--- config.mk ---
export PLATFORM = sky130hd
export DESIGN_NAME = alu_dest_router
export DESIGN_NICKNAME = d
export VERILOG_FILES = /design/src/rtl/alu_dest_router_pkg.sv /design/src/rtl/alu_dest_slot.sv /design/src/rtl/alu_dest_router.sv
export SDC_FILE = /design/constraint.sdc
export NUM_CORES = 1
export LEC_CHECK = 0
export CORE_MARGIN = 2
export CORE_UTILIZATION = 65
export CTS_BUF_LIST = sky130_fd_sc_hd__clkbuf_4 sky130_fd_sc_hd__clkbuf_8
export CTS_CLUSTER_DIAMETER = 150
export CTS_CLUSTER_SIZE = 10
export DETAILED_ROUTE_END_ITERATION = 8
export DONT_BUFFER_PORTS = 1
export PLACE_DENSITY = 0.81
export SETUP_SLACK_MARGIN = 0.4
export SYNTH_ARGS = -nofsm -noshare
export SYNTH_HDL_FRONTEND = slang
export SYNTH_SLANG_ARGS = --single-unit
--- constraint.sdc ---
create_clock -name clk -period 2.8 [get_ports clk]
set_input_delay 0.56 -clock clk [delete_from_list [all_inputs] [get_ports clk]]
set_output_delay 0.56 -clock clk [all_outputs]
set_load 0.005 [all_outputs]
--- src/rtl/alu_dest_router_pkg.sv ---
// Shared constants for the ALU destination router: legacy destination
// encodings, default geometry and statistics counter widths.
package alu_dest_router_pkg;

  localparam int unsigned DEF_WIDTH    = 16;
  localparam int unsigned DEF_NUM_DEST = 4;
  localparam int unsigned DEF_SEL_W    = 2;

  localparam int unsigned DROP_CNT_W  = 8;
  localparam int unsigned STALL_CNT_W = 16;

  // Encoding 2 has no legacy consumer and stays reserved.
  typedef enum logic [1:0] {
    DEST_REG_A    = 2'd0,
    DEST_STACK    = 2'd1,
    DEST_RSVD     = 2'd2,
    DEST_DATA_BUS = 2'd3
  } dest_e;

  typedef enum logic {
    SLOT_EMPTY = 1'b0,
    SLOT_FULL  = 1'b1
  } slot_state_e;

endpackage

--- src/rtl/alu_dest_slot.sv ---
// One-entry valid/ready holding register for a single router destination.
module alu_dest_slot
  import alu_dest_router_pkg::*;
#(
  parameter int unsigned WIDTH = DEF_WIDTH
) (
  input  logic             clk,
  input  logic             rst,
  input  logic             i_wr,
  input  logic [WIDTH-1:0] i_data,
  input  logic             i_ready,
  output logic             o_valid,
  output logic             o_free,
  output logic [WIDTH-1:0] o_data
);

  slot_state_e      r_state;
  logic [WIDTH-1:0] r_data;

  // i_wr is only raised by the router while o_free is high, so a write
  // into a FULL slot always coincides with a drain.
  always_ff @(posedge clk) begin
    if (rst) begin
      r_state <= SLOT_EMPTY;
      r_data  <= '0;
    end else begin
      case (r_state)
        SLOT_EMPTY: if (i_wr) r_state <= SLOT_FULL;
        SLOT_FULL:  if (i_ready && !i_wr) r_state <= SLOT_EMPTY;
        default:    r_state <= SLOT_EMPTY;
      endcase
      if (i_wr) r_data <= i_data;
    end
  end

  assign o_valid = (r_state == SLOT_FULL);
  assign o_free  = ~o_valid | i_ready;
  assign o_data  = r_data;

endmodule

--- src/rtl/alu_dest_router.sv ---
// Routes ALU result words to one of NUM_DEST buffered destinations.
// Optional statistics counters: define ALU_DEST_ROUTER_STATS_EN.
module alu_dest_router
  import alu_dest_router_pkg::*;
#(
  parameter int unsigned WIDTH    = DEF_WIDTH,
  parameter int unsigned NUM_DEST = DEF_NUM_DEST,
  parameter int unsigned SEL_W    = DEF_SEL_W
) (
  input  logic                      clk,
  input  logic                      rst,
  input  logic                      in_valid,
  output logic                      in_ready,
  input  logic [WIDTH-1:0]          in_data,
  input  logic [SEL_W-1:0]          in_sel,
  output logic [NUM_DEST-1:0]       out_valid,
  input  logic [NUM_DEST-1:0]       out_ready,
  output logic [NUM_DEST*WIDTH-1:0] out_data,
  output logic                      sel_err
`ifdef ALU_DEST_ROUTER_STATS_EN
  ,
  output logic [DROP_CNT_W-1:0]     drop_cnt,
  output logic [STALL_CNT_W-1:0]    stall_cnt
`endif
);

  logic                w_sel_ok;
  logic [NUM_DEST-1:0] w_slot_free;
  logic [NUM_DEST-1:0] w_wr;
  logic                w_drop;
  logic                r_sel_err;

  assign w_sel_ok = (32'(in_sel) < NUM_DEST);

  // Out-of-range selects leave in_ready high so the word is swallowed.
  always_comb begin
    in_ready = 1'b1;
    w_wr     = '0;
    for (int unsigned k = 0; k < NUM_DEST; k++) begin
      if (32'(in_sel) == k) begin
        in_ready = w_slot_free[k];
        w_wr[k]  = in_valid & w_slot_free[k];
      end
    end
  end

  assign w_drop = in_valid & ~w_sel_ok;

  for (genvar k = 0; k < NUM_DEST; k++) begin : g_slot
    alu_dest_slot #(
      .WIDTH(WIDTH)
    ) u_slot (
      .clk    (clk),
      .rst    (rst),
      .i_wr   (w_wr[k]),
      .i_data (in_data),
      .i_ready(out_ready[k]),
      .o_valid(out_valid[k]),
      .o_free (w_slot_free[k]),
      .o_data (out_data[k*WIDTH +: WIDTH])
    );
  end

  always_ff @(posedge clk) begin
    if (rst)         r_sel_err <= 1'b0;
    else if (w_drop) r_sel_err <= 1'b1;
  end

  assign sel_err = r_sel_err;

`ifdef ALU_DEST_ROUTER_STATS_EN
  logic [DROP_CNT_W-1:0]  r_drop_cnt;
  logic [STALL_CNT_W-1:0] r_stall_cnt;

  always_ff @(posedge clk) begin
    if (rst) begin
      r_drop_cnt  <= '0;
      r_stall_cnt <= '0;
    end else begin
      if (w_drop && r_drop_cnt != '1)
        r_drop_cnt <= r_drop_cnt + 1'b1;
      if (in_valid && !in_ready && r_stall_cnt != '1)
        r_stall_cnt <= r_stall_cnt + 1'b1;
    end
  end

  assign drop_cnt  = r_drop_cnt;
  assign stall_cnt = r_stall_cnt;
`endif

endmodule

==> impl_results.md <==
* Rows at 23
* Crit-path max FO at 3
* Post-Synth XOR/XNOR Area at 0%
* CTS clk-pin slew, worst paths at 0.07 ns
* Routed WL at 5460 microns
* Most common cell after layout, fill and taps aside: nand2b_1
* Synth Area in Compound Gates at 0.722%
* Ratio of cells with drive above 1 in the final layout at 8.76%
* Slew headroom at approximately half
* Die Height at 69.3 microns
* DR pass1 iterations at 4
* Routed Antenna Nets at 0
* DP HPWL at 3790 microns
* Synthesis Warnings at 0
* Slowest CP cell: mux4_1
* Clock Latency Late Sink at roughly 0.34 ns
* Mapped Cells at 254
* Ant. Diodes at 0
* Total CTS buffers at 9
* Routed length on met2 at 2660 microns
* Initial antenna violation count at 0
* Post-CTS setup buffers at 0
* Vias at 1675
* Setup CP Type: reg2out
* Final period demand of the worst path at 1.90 ns
* Core box area at 4060 sq um
* Routability Congestion at 0.822
* Slew Limit Fails at 0
* Critical Path RT at 2.24 ns
* Nature of the critical path startpoint: register
* Bufs and invs on worst path at 0
* Setup TNS at 0 ns
* Max-cap violations at 0
* Synth Register Bits at 68
* Crit path cell chain: nand2b_1, mux4_1
* Crit path DAT at 1.34 ns
* Sequential area share after synthesis at between 40% and 50%
* Synth-to-Final Area Change at 6.90%
* Routed length per instance at about 18 microns
* Residual DRC at 0
* Final setup fails at 0
* TritonCTS clock tree: built
* RSZ-0062 raised after global routing: false
* Post-route setup slack at 0.904 ns
* Post-Synth Adder-Cell Area at 0%
* GR Overflow Total at 0
* Clock sink count at 68
* Port Buf Inserts at 0
* Kind of end point of the critical path: output port
* Syn Area/Cell at around 11 sq um
* Worst path max stage delay at about 0.54 ns
* Pwr Density at 685 nW/um^2
* Vias in the first global route at 1716
* Fin nets at 271
* Top sig layer: met4
* CTS H-Tree Depth at 3
* Final Hold Viols at 0
* Largest net degree at the start of global routing at 85
* Worst vdd ir at 0.000465 V
* PostCTS Resize Cnt at 0
* Clock Root Buffer: clkbuf_8
* Gr usage total at 23.8%
* Pre-CTS WS at 0.777 ns
* Ports at 95
* Top delay family on crit path: multiplexers
* Clock Skew at 0.00632 ns
* Placed Cells at 285
* Hold crit path type: in2reg
* Initial Utilization at 68.3%
* Post-layout utilization of the core at 73.0%
* Final Cycle Share at between 60% and 70%
* Distinct cells, synth at 18
* Largest family of logic cells by synthesized area: multiplexers
* Netlist Area Pre-Place at between 2000 and 3000 sq um
* Clk buf depth at 2
* Commonest cells after routing, fill and taps aside: nand2b_1 (84), dfxtp_1 (68), mux2i_1 (64)
* M1 WL at between 2000 and 2500 microns
* Leakage at around 1.3 nW
* Metal3 WL at about 440 microns
* Iter 0 DRT Violations at 77
* Vias per cell at 5.56
* Chip Width at between 60 and 70 microns
* Post-synth net total at approximately 280
* Multiplexer share of the synthesized area at 24.1%
* Post-CTS Hold Buffers at 0
* Simple-gate portion of the synthesized area at 21.6%
* Slew @ Worst Pin at 0.732 ns
* Status: finished clean
* Die area at 4800 sq um
* First-pass GRT wire length at 8950 microns
* Post-route insts no fill at 301
* Max Fclk at 527 MHz
[synth_stat cells]
library cell / instances / area (sq um)
conb_1: 1 / 3.75
dfxtp_1: 68 / 1360
nor3_2: 1 / 10.0
nand2b_1: 84 / 526
buf_6: 1 / 11.3
clkbuf_1: 9 / 33.8
nand4b_1: 1 / 8.76
nor3_1: 1 / 5.00
buf_2: 5 / 25.0
nor2b_1: 2 / 12.5
nand2_1: 1 / 3.75
nand2b_4: 1 / 13.8
or3_1: 2 / 12.5
nand4_1: 1 / 6.26
mux4_1: 1 / 26.3
a21oi_1: 4 / 20.0
buf_4: 7 / 52.6
mux2i_1: 64 / 641
[cell families (layout without fill, tap and decap cells)]
group,count (synthesis),in the layout
multiplexers,65,65
buffers and inverters,22,19
flip-flops,68,68
AND/OR/NAND/NOR,94,94
other,1,1
AO/OA/AOI/OAI,4,4
[per-layer routing]
metal,up-vias,GRT usage [%]
met4,0,12.4
met1,781,27.0
met2,72,39.4
li1,812,-
met3,10,8.43
met5,-,0
[where the power goes]
group	internal, mW	total, mW	switching (mW)
logic	0.0573	0.107	0.0496
registers	1.00	1.03	0.0278
clock network	0.525	0.895	0.370
total	1.58	2.03	0.447
[state kept, by name (all words and copies together) (netlist names)]
| name | cells |
|---|---|
| g_slot.u_slot.o_valid | 4 |
| g_slot.u_slot.o_data | 64 |
[metrics by stage]
| stage | area [sq um] | hold slack, ns | total power [mW] |
|---|---|---|---|
| 2_1_floorplan | 2770 | 0.465 | 1.15 |
| 3_3_place_gp | 2740 | 0.480 | 1.15 |
| 3_5_place_dp | 2740 | 0.480 | 1.16 |
| 4_1_cts | 2960 | 0.273 | 2.05 |
| 5_1_grt | 2960 | 0.274 | 2.10 |
| 6_report | 2960 | 0.292 | 2.03 |
[worst paths after layout]
path / startpoint / end / slack [ns] / depth (start not counted)
worst max-delay path: g_slot[1].u_slot.o_valid / in_ready / 0.90 / 2
worst min-delay path: rst / g_slot[0].u_slot.o_valid / 0.29 / 1
worst max register to register: g_slot[3].u_slot.o_valid / g_slot[3].u_slot.o_data[9] / 1.06 / 4
worst min register to register: g_slot[1].u_slot.o_data[8] / g_slot[1].u_slot.o_data[8] / 0.49 / 2
[area by class of cell]
cell class / count / area, sq um
sequential: 68 / 1360
multi-input combinational: 164 / 1290
fill: 300 / 1090
clock buffer: 10 / 138
clock inverter: 6 / 86.3
tap: 50 / 62.6
timing repair buffer: 3 / 22.5
Power figures use the tool's default switching activity.
